$ cat src/rtl/glitcbus_master_if.sv
// GLITCBUS initiator interface: local request side plus the byte-serial bus side.
// The master modport is the initiator's view; the slave modport is the opposite end.
interface glitcbus_master_if;
  logic        req_i;
  logic        wr_i;
  logic [15:0] addr_i;
  logic [31:0] dat_i;
  logic        busy_o;
  logic        ack_o;
  logic [31:0] dat_o;
  logic        GSEL_B_o;
  logic        GRDWR_B_o;
  logic [7:0]  gad_o;
  logic        gad_oe_o;
  logic [7:0]  gad_i;

  modport master (
    input  req_i, wr_i, addr_i, dat_i, gad_i,
    output busy_o, ack_o, dat_o, GSEL_B_o, GRDWR_B_o, gad_o, gad_oe_o
  );

  modport slave (
    output req_i, wr_i, addr_i, dat_i, gad_i,
    input  busy_o, ack_o, dat_o, GSEL_B_o, GRDWR_B_o, gad_o, gad_oe_o
  );
endinterface

$ cat src/rtl/glitcbus_master.sv
// GLITCBUS initiator: turns one local 16-bit-address / 32-bit-data request into
// a byte-serial GSEL_B/GRDWR_B/GAD transaction. Bus outputs are decoded from the
// FSM state so GAD is only ever driven in the address and write-data phases.
module glitcbus_master #(
  parameter int TURNAROUND = 2,
  parameter int IDLE_GAP   = 1
) (
  input  logic clk_i,
  input  logic rst_n_i,
  glitcbus_master_if.master bus
);

  typedef enum logic [2:0] {
    IDLE,
    ADDR_H,
    ADDR_L,
    WDATA,
    TURN,
    RDATA,
    GAP
  } state_t;

  localparam logic [2:0] TURN_LAST = 3'(TURNAROUND - 1);
  localparam logic [2:0] GAP_LAST  = 3'((IDLE_GAP > 0) ? (IDLE_GAP - 1) : 0);

  state_t      state;
  state_t      state_next;
  logic [2:0]  cnt;
  logic        wr_q;
  logic [15:0] addr_q;
  logic [31:0] wdat_q;
  logic [23:0] shift_q;
  logic [31:0] rdat_q;
  logic        ack_q;

  logic        sel_b;
  logic        rdwr_b;
  logic [7:0]  gad;
  logic        oe;

  // State register; a low reset returns to IDLE and abandons any transaction.
  always_ff @(posedge clk_i) begin
    if (!rst_n_i) begin
      state <= IDLE;
    end else begin
      state <= state_next;
    end
  end

  // Next-state and bus-output decode; GSEL_B and GRDWR_B only leave 1 while a transaction is on the bus.
  always_comb begin
    state_next = state;
    sel_b      = 1'b1;
    rdwr_b     = 1'b1;
    gad        = 8'h00;
    oe         = 1'b0;
    case (state)
      IDLE: begin
        if (bus.req_i) begin
          state_next = ADDR_H;
        end
      end
      ADDR_H: begin
        sel_b      = 1'b0;
        rdwr_b     = ~wr_q;
        oe         = 1'b1;
        gad        = addr_q[15:8];
        state_next = ADDR_L;
      end
      ADDR_L: begin
        sel_b      = 1'b0;
        rdwr_b     = ~wr_q;
        oe         = 1'b1;
        gad        = addr_q[7:0];
        state_next = wr_q ? WDATA : TURN;
      end
      WDATA: begin
        sel_b  = 1'b0;
        rdwr_b = ~wr_q;
        oe     = 1'b1;
        case (cnt[1:0])
          2'd0:    gad = wdat_q[31:24];
          2'd1:    gad = wdat_q[23:16];
          2'd2:    gad = wdat_q[15:8];
          default: gad = wdat_q[7:0];
        endcase
        if (cnt == 3'd3) begin
          state_next = (IDLE_GAP == 0) ? IDLE : GAP;
        end
      end
      TURN: begin
        sel_b  = 1'b0;
        rdwr_b = ~wr_q;
        if (cnt == TURN_LAST) begin
          state_next = RDATA;
        end
      end
      RDATA: begin
        sel_b  = 1'b0;
        rdwr_b = ~wr_q;
        if (cnt == 3'd3) begin
          state_next = (IDLE_GAP == 0) ? IDLE : GAP;
        end
      end
      GAP: begin
        if (cnt == GAP_LAST) begin
          state_next = IDLE;
        end
      end
      default: begin
        state_next = IDLE;
      end
    endcase
  end

  // Request latch, per-state cycle counter, read shifter, read result and completion pulse.
  always_ff @(posedge clk_i) begin
    if (!rst_n_i) begin
      cnt     <= 3'd0;
      wr_q    <= 1'b0;
      addr_q  <= 16'h0000;
      wdat_q  <= 32'h0000_0000;
      shift_q <= 24'h00_0000;
      rdat_q  <= 32'h0000_0000;
      ack_q   <= 1'b0;
    end else begin
      cnt   <= (state_next != state) ? 3'd0 : cnt + 3'd1;
      ack_q <= ((state == WDATA) || (state == RDATA)) && (cnt == 3'd3);
      if ((state == IDLE) && bus.req_i) begin
        wr_q   <= bus.wr_i;
        addr_q <= bus.addr_i;
        wdat_q <= bus.dat_i;
      end
      if (state == RDATA) begin
        shift_q <= {shift_q[15:0], bus.gad_i};
        if (cnt == 3'd3) begin
          rdat_q <= {shift_q, bus.gad_i};
        end
      end
    end
  end

  assign bus.busy_o    = (state != IDLE);
  assign bus.ack_o     = ack_q;
  assign bus.dat_o     = rdat_q;
  assign bus.GSEL_B_o  = sel_b;
  assign bus.GRDWR_B_o = rdwr_b;
  assign bus.gad_o     = gad;
  assign bus.gad_oe_o  = oe;

endmodule

$ cat src/flat_wrapper.sv
// flat-port wrapper written by rule: the top's interface ports become plain ports
module glitcbus_master_flat 
#(
  parameter int TURNAROUND = 2,
  parameter int IDLE_GAP   = 1
)
  (clk_i, rst_n_i, bus_req_i, bus_wr_i, bus_addr_i, bus_dat_i, bus_gad_i, bus_busy_o, bus_ack_o, bus_dat_o, bus_GSEL_B_o, bus_GRDWR_B_o, bus_gad_o, bus_gad_oe_o);
  glitcbus_master_if bus_i ();
  input  logic clk_i;
  input  logic rst_n_i;
  input wire logic [$bits(bus_i.req_i)-1:0] bus_req_i;
  input wire logic [$bits(bus_i.wr_i)-1:0] bus_wr_i;
  input wire logic [$bits(bus_i.addr_i)-1:0] bus_addr_i;
  input wire logic [$bits(bus_i.dat_i)-1:0] bus_dat_i;
  input wire logic [$bits(bus_i.gad_i)-1:0] bus_gad_i;
  output wire logic [$bits(bus_i.busy_o)-1:0] bus_busy_o;
  output wire logic [$bits(bus_i.ack_o)-1:0] bus_ack_o;
  output wire logic [$bits(bus_i.dat_o)-1:0] bus_dat_o;
  output wire logic [$bits(bus_i.GSEL_B_o)-1:0] bus_GSEL_B_o;
  output wire logic [$bits(bus_i.GRDWR_B_o)-1:0] bus_GRDWR_B_o;
  output wire logic [$bits(bus_i.gad_o)-1:0] bus_gad_o;
  output wire logic [$bits(bus_i.gad_oe_o)-1:0] bus_gad_oe_o;
  assign bus_i.req_i = bus_req_i;
  assign bus_i.wr_i = bus_wr_i;
  assign bus_i.addr_i = bus_addr_i;
  assign bus_i.dat_i = bus_dat_i;
  assign bus_i.gad_i = bus_gad_i;
  assign bus_busy_o = bus_i.busy_o;
  assign bus_ack_o = bus_i.ack_o;
  assign bus_dat_o = bus_i.dat_o;
  assign bus_GSEL_B_o = bus_i.GSEL_B_o;
  assign bus_GRDWR_B_o = bus_i.GRDWR_B_o;
  assign bus_gad_o = bus_i.gad_o;
  assign bus_gad_oe_o = bus_i.gad_oe_o;
  glitcbus_master #(.TURNAROUND(TURNAROUND), .IDLE_GAP(IDLE_GAP)) u_core (.clk_i(clk_i), .rst_n_i(rst_n_i), .bus(bus_i));
endmodule
$ cat config.mk
export PLATFORM = sky130hd
export DESIGN_NAME = glitcbus_master_flat
export DESIGN_NICKNAME = d
export VERILOG_FILES = /design/src/rtl/glitcbus_master_if.sv /design/src/rtl/glitcbus_master.sv /design/src/flat_wrapper.sv
export SDC_FILE = /design/constraint.sdc
export NUM_CORES = 1
export LEC_CHECK = 0
export ABC_AREA = 0
export ABC_CLOCK_PERIOD_IN_PS = 1900
export BUFFER_PORTS_ARGS = -buffer_cell sky130_fd_sc_hd__buf_2
export CORE_ASPECT_RATIO = 2
export CORE_MARGIN = 2
export CORE_UTILIZATION = 55
export CTS_BUF_LIST = sky130_fd_sc_hd__clkbuf_8
export CTS_CLUSTER_SIZE = 8
export DETAILED_ROUTE_END_ITERATION = 8
export PLACE_DENSITY = 0.82
export SLEW_MARGIN = 15
export SYNTH_ARGS = -nofsm -noshare
export SYNTH_HDL_FRONTEND = slang
export SYNTH_SLANG_ARGS = --single-unit
$ cat constraint.sdc
create_clock -name clk_i -period 1.9 [get_ports clk_i]
set_input_delay 0.095 -clock clk_i [delete_from_list [all_inputs] [get_ports clk_i]]
set_output_delay 0.095 -clock clk_i [all_outputs]
set_load 0.03 [all_outputs]
Yosys cells after proc, flatten, opt, wreduce, memory -nomap -nowiden

Index checks and enable logic that the tools add are counted.

Register bits: 112
Word-level logic and storage cells: 45

Add/sub/neg operators: 1
Equal/unequal tests: 11
Multiplexer cells: 11
Bitwise gates (word level): 2
Reduce and logical (&&, ||, !) cells: 12

Operators by type and width:

| cell                                                 | number |
|---|---|
| case mux 8 bit (3 select lines)                      | 2 |
| case mux 3 bit (6 select lines)                      | 1 |
| 2-to-1 mux 3 bit                                     | 5 |
| equality test 3 x 2 -> 1 bit (second input constant) | 3 |
| equality test 3 bit (second input constant)          | 3 |
| equality test 3 x 1 -> 1 bit (second input constant) | 2 |
| zero test 3 bit                                      | 2 |
| OR reduction 5 bit                                   | 1 |
| OR reduction 2 bit                                   | 2 |
| adder 3 x 1 -> 3 bit (second input constant)         | 1 |
| 2-to-1 mux 1 bit                                     | 3 |
| != test 3 bit                                        | 1 |
| nonzero test 3 bit                                   | 1 |
| OR reduction 3 bit                                   | 1 |
| equality test 2 x 1 -> 1 bit (second input constant) | 1 |
| equality test 2 bit (second input constant)          | 1 |
| logical AND 1 bit                                    | 2 |
| zero test 2 bit                                      | 1 |
| inverter 1 bit                                       | 2 |
| AND reduction 2 bit                                  | 1 |
| logical OR 1 bit                                     | 1 |

Depth between registers and ports, before layout

Word-level depth: 5
Depth in mapped cells: 7
Mapped depth without buffers: 6

Least setup slack after synthesis

No wires, ideal clock.

Path type: reg2out
Start point: reg u_core.cnt[0]
End point: out bus_gad_o[7]
Arrival time: 1,546 ps
Setup slack: 259 ps
Cell stages (with the launch flop): 8
Buffers on the path: 1
Cell sequence: dfxtp_1 inv_1 ha_1 clkbuf_1 a222oi_1 nand2_1 o21ai_0 o22ai_1

Longest elaborated chain between the ends: 3
Elaborated cells on any way between the ends: 5
Those cells by class: 2 x eq/ne; 2 x mux; 1 x reduce/logical

Ends and longest elaborated chain:

| element                                           | RTL line               | RTL |
|---|---|---|
| from (decl)                                       | glitcbus_master.sv:28  | `logic [2:0] cnt;` |
| from (signal assigned)                            | glitcbus_master.sv:127 | `cnt <= (state_next != state) ? 3'd0 : cnt + 3'd1;` |
| equality test 2 bit, or another cell as far along | glitcbus_master.sv:81  | `case (cnt[1:0])` |
| case mux 8 bit (3 select lines) *                 | glitcbus_master.sv:81  |  |
| case mux 8 bit (3 select lines) *                 | glitcbus_master.sv:57  | `case (state)` |
| to (decl)                                         | flat_wrapper.sv:21     | `output wire logic [$bits(bus_i.gad_o)-1:0] bus_gad_o;` |

Every way passes the cells marked *; elsewhere a longest branch is shown, timed or not.

Worst setup path in the final report

Start point: reg u_core.cnt[0]
End point: out bus_gad_o[4]

Same word-level chain as after synthesis.

==> metrics.md <==
| Metric | Value |
|---|---|
| DRC violations left | 0 |
| Port bufs | 104 |
| Core region area | around 0.0079 sq mm |
| RD Place Congestion | 0.9528 |
| Worst path cell trace | inv_4 > ha_4 > buf_6 > a222oi_1 > nand2_1 > o21ai_1 > o22ai_1 > buf_4 |
| Layout Skew | 7.772 ps |
| Period utilization | 1.083 |
| Critical path fanouts, max | 6 |
| CP required | 1800 ps |
| Post-synth top cells | nand2_1 (222), dfxtp_1 (112), a21oi_1 (106), clkbuf_1 (19), buf_2 (13) |
| Clock power share | 0.292 |
| Rel. slew slack | 0.6079 |
| Slew @ Worst Pin | 588.1 ps |
| I/O pin count | 105 |
| RSZ-0062 raised after global routing | yes |
| Sequential share of power | 0.537 |
| Clock tree from TritonCTS | yes |
| Crit path setup slack, layout | -157.2 ps |
| Register area share after synthesis | 0.5071 |
| Number of flops mapped to enable cells by yosys | 0 |
| Clock Sinks | 112 |
| Buffers & Inverters on Critical Path | 3 |
| Dpl ws | 113.3 ps |
| Leakage power total | around 2.4 nW |
| Largest net degree at the start of global routing | about 60 |
| Antenna-violating nets left | 0 |
| Via Count | ~4600 |
| Mapped Nets | 630 |
| Latest clock arrival within the worst-skew pair | 380 ps |
| NetSw | 1.334 mW |
| Crit path DAT | 1960 ps |
| Synth Register Bits | 112 |
| Share of the synthesized area in the top cell type | 0.5071 |
| Synth Flop Type | dfxtp_1 |
| Setup crit start kind | flop |
| Max-slew violations | 0 |
| Total Power | 4.740 mW |
| Max Clk Rate | 486.1 MHz |
| Fin nets | 778 |
| Cell taking the most area after synthesis | dfxtp_1 |
| Synth cell types | 36 |
| Area grow syn2layout | 33.16% |
| Critical path endpoint category | output port |
| WL final | around 14 mm |
| Mapped cell area | 0.004422 sq mm |
| Post-synthesis average cell area | ~7.8 sq um |
| Synth top area cells | dfxtp_1 (51%), nand2_1 (19%), a21oi_1 (12%) |
| Layout cell share with drive strength beyond 1 | 0.2190 |
| Die height | 130.8 microns |
| Switching Share | 0.2813 |
| Die footprint | 0.008816 sq mm |
| Initial Util | 0.5608 |
| # rows | 46 |
| Post-Layout Inst Area | 0.005888 sq mm |
| Hold Crit Depth | 5 |
| Placed Area | about 0.0050 sq mm |
| Failing checks | setup timing |
| Synthesis Warnings | 0 |
| Clock buffer depth | 2 |
| GRT Total Usage | 0.3261 |
| Pwr dens | 805.1 mW/mm^2 |
| Post-synth ARST share | 0 |
| Worst-path clk slew | approximately 100 ps |
| Layout Utilization | 0.7467 |
| 1st-pass router iterations | 7 |
| Post-DP HPWL | 8.020 mm |
| Most numerous cell in the Yosys netlist | nand2_1 |
| Antenna violations before repair | 1 |
| First-pass GRT wire length | 21.32 mm |
| Max Cap Viol | 0 |
| Final Hold Viols | 0 |
| DR WL/cell | 16.85 microns |
| CTS Buf Count | 9 |
| Filler cells | 544 |
| Cell Int Power | 3.407 mW |
| Peak VDD IR | ~850 uV |
| WP depth | 8 |
| Setup TNS | -452.8 ps |
| Cells after Synth | 564 |
| Remaining Overflow, GRT | 0 |
| Vias in the first global route | 4482 |
| Delay-heaviest family, CP | compound AO/OA/AOI/OAI gates |
| Vias per cell | 5.665 |
| Die W | slightly below 70 microns |
| Master of the slowest instance on the critical path | dfxtp_4 |
| Register-to-Register Path Depth | 7 |
| Final setup fails | 5 |
| Worst Hold Class | primary input to flop |
| H-tree depth | 3 |
| Min Tclk post-route | 2057 ps |
| Initial DRC count | 397 |
| Worst Setup Path Type | flop to output port |
| Outcome | complete, but fails checks |
| Comb pwr share | 0.172 |
| CP peak stage delay | 400 ps |
| CTS root buf | clkbuf_8 |
## cell usage in the layout (no fill, tap or decap), types with 2 or more instances in the layout
cell type / synthesis / layout
nand2_2: 1 / 3
nor2b_1: 4 / 3
dfxtp_2: 0 / 2
a21oi_1: 106 / 106
ha_4: 0 / 4
a222oi_1: 8 / 8
buf_6: 5 / 3
inv_4: 0 / 2
clkinvlp_4: 0 / 5
buf_12: 0 / 3
clkbuf_8: 0 / 9
a22oi_1: 9 / 9
buf_4: 4 / 19
buf_2: 13 / 96
ha_1: 6 / 2
inv_1: 7 / 6
o21ai_1: 0 / 4
dfxtp_4: 0 / 2
o22ai_1: 8 / 8
dlygate4sd3_1: 0 / 58
dfxtp_1: 112 / 108
nor2_1: 8 / 8
nand2_1: 222 / 220
o21ai_0: 10 / 5
nand3_1: 2 / 2
## power by group through the flow
stage | clock [mW] | combinational, mW | sequential (mW)
after floorplan | 0 | 0.431 | 2.54
after global placement | 0 | 0.581 | 2.58
after detailed placement | 0 | 0.604 | 2.58
after CTS | 1.39 | 0.760 | 2.53
after global routing | 1.48 | 0.881 | 2.55
final | 1.38 | 0.813 | 2.54
## stage by stage
step / cells / hold WS (ps)
after floorplan: 564 / 231.0
after global placement: 733 / 334.7
after detailed placement: 733 / 341.8
after CTS: 813 / 298.7
after global routing: 814 / 329.0
final: 814 / 305.8
## worst reg2reg max path: cells and delay by family, from the launching register on
family | cells | cell delay [ps]
AND/OR/NAND/NOR | 1 | 160
AO/OA/AOI/OAI | 3 | 620
adder cells (fa/ha/maj) | 2 | 450
flip-flops | 1 | 370
buffers and inverters | 1 | 130
## path summary, 6_finish.rpt
check | startpoint | to | slack [ps]
hold / removal | bus_req_i | u_core.addr_q[9]$_SDFFE_PN0P_ | 310
setup reg to reg | u_core.cnt[1]$_SDFF_PP0_ | u_core.cnt[2]$_SDFF_PP0_ | 90
setup / recovery | u_core.cnt[0]$_SDFF_PP0_ | bus_gad_o[4] | -160
hold reg to reg | u_core.bus.dat_o[13]$_SDFFE_PN0P_ | u_core.bus.dat_o[13]$_SDFFE_PN0P_ | 460
## layer usage
layer,vias to the layer above,GRT usage,part of all wire
met5,-,0,0
met4,0,0.2461,0.065
met3,66,0.05993,0.062
met2,273,0.5702,0.53
met1,2106,0.3319,0.34
li1,2166,-,-
## sequential cells by signal, indices dropped and copies added (netlist names)
register and flops:
u_core.addr_q 16, u_core.bus.ack_o 1, u_core.bus.dat_o 32, u_core.wr_q 1, u_core.cnt 3, u_core.wdat_q 32
u_core.state 3, u_core.shift_q 24
## repair_timing
item | CTS | global route
hold buffers | 58 | 0
buffers inserted | 5 | 0
hold endpoints to repair | 67 | 0
cloned | 1 | 0
pin swaps | 15 | 12
gates resized for setup | 34 | 10
setup endpoints to repair | 8 | 12
## logic make-up after synthesis
group	share of synthesized area
AO/OA/AOI/OAI	0.1896
XOR/XNOR	0.001981
adder cells (fa/ha/maj)	0.01698
buffers and inverters	0.05886
flip-flops	0.5071
multiplexers	0.002547
AND/OR/NAND/NOR	0.2230
## final cells by class
cell class,instances,area (sq um),share of cell area
Timing Repair inverter,1,7.507,0.001275
Multi-Input combinational cell,401,1981,0.3364
Sequential cell,112,2252,0.3825
Inverter,8,38.79,0.006587
Clock inverter,7,65.06,0.01105
Tap cell,96,120.1,0.02040
Antenna cell,1,2.502,0.0004250
Clock buffer,9,123.9,0.02104
Timing Repair Buffer,179,1297,0.2204
Note: power is estimated with default switching activity, not from simulation.
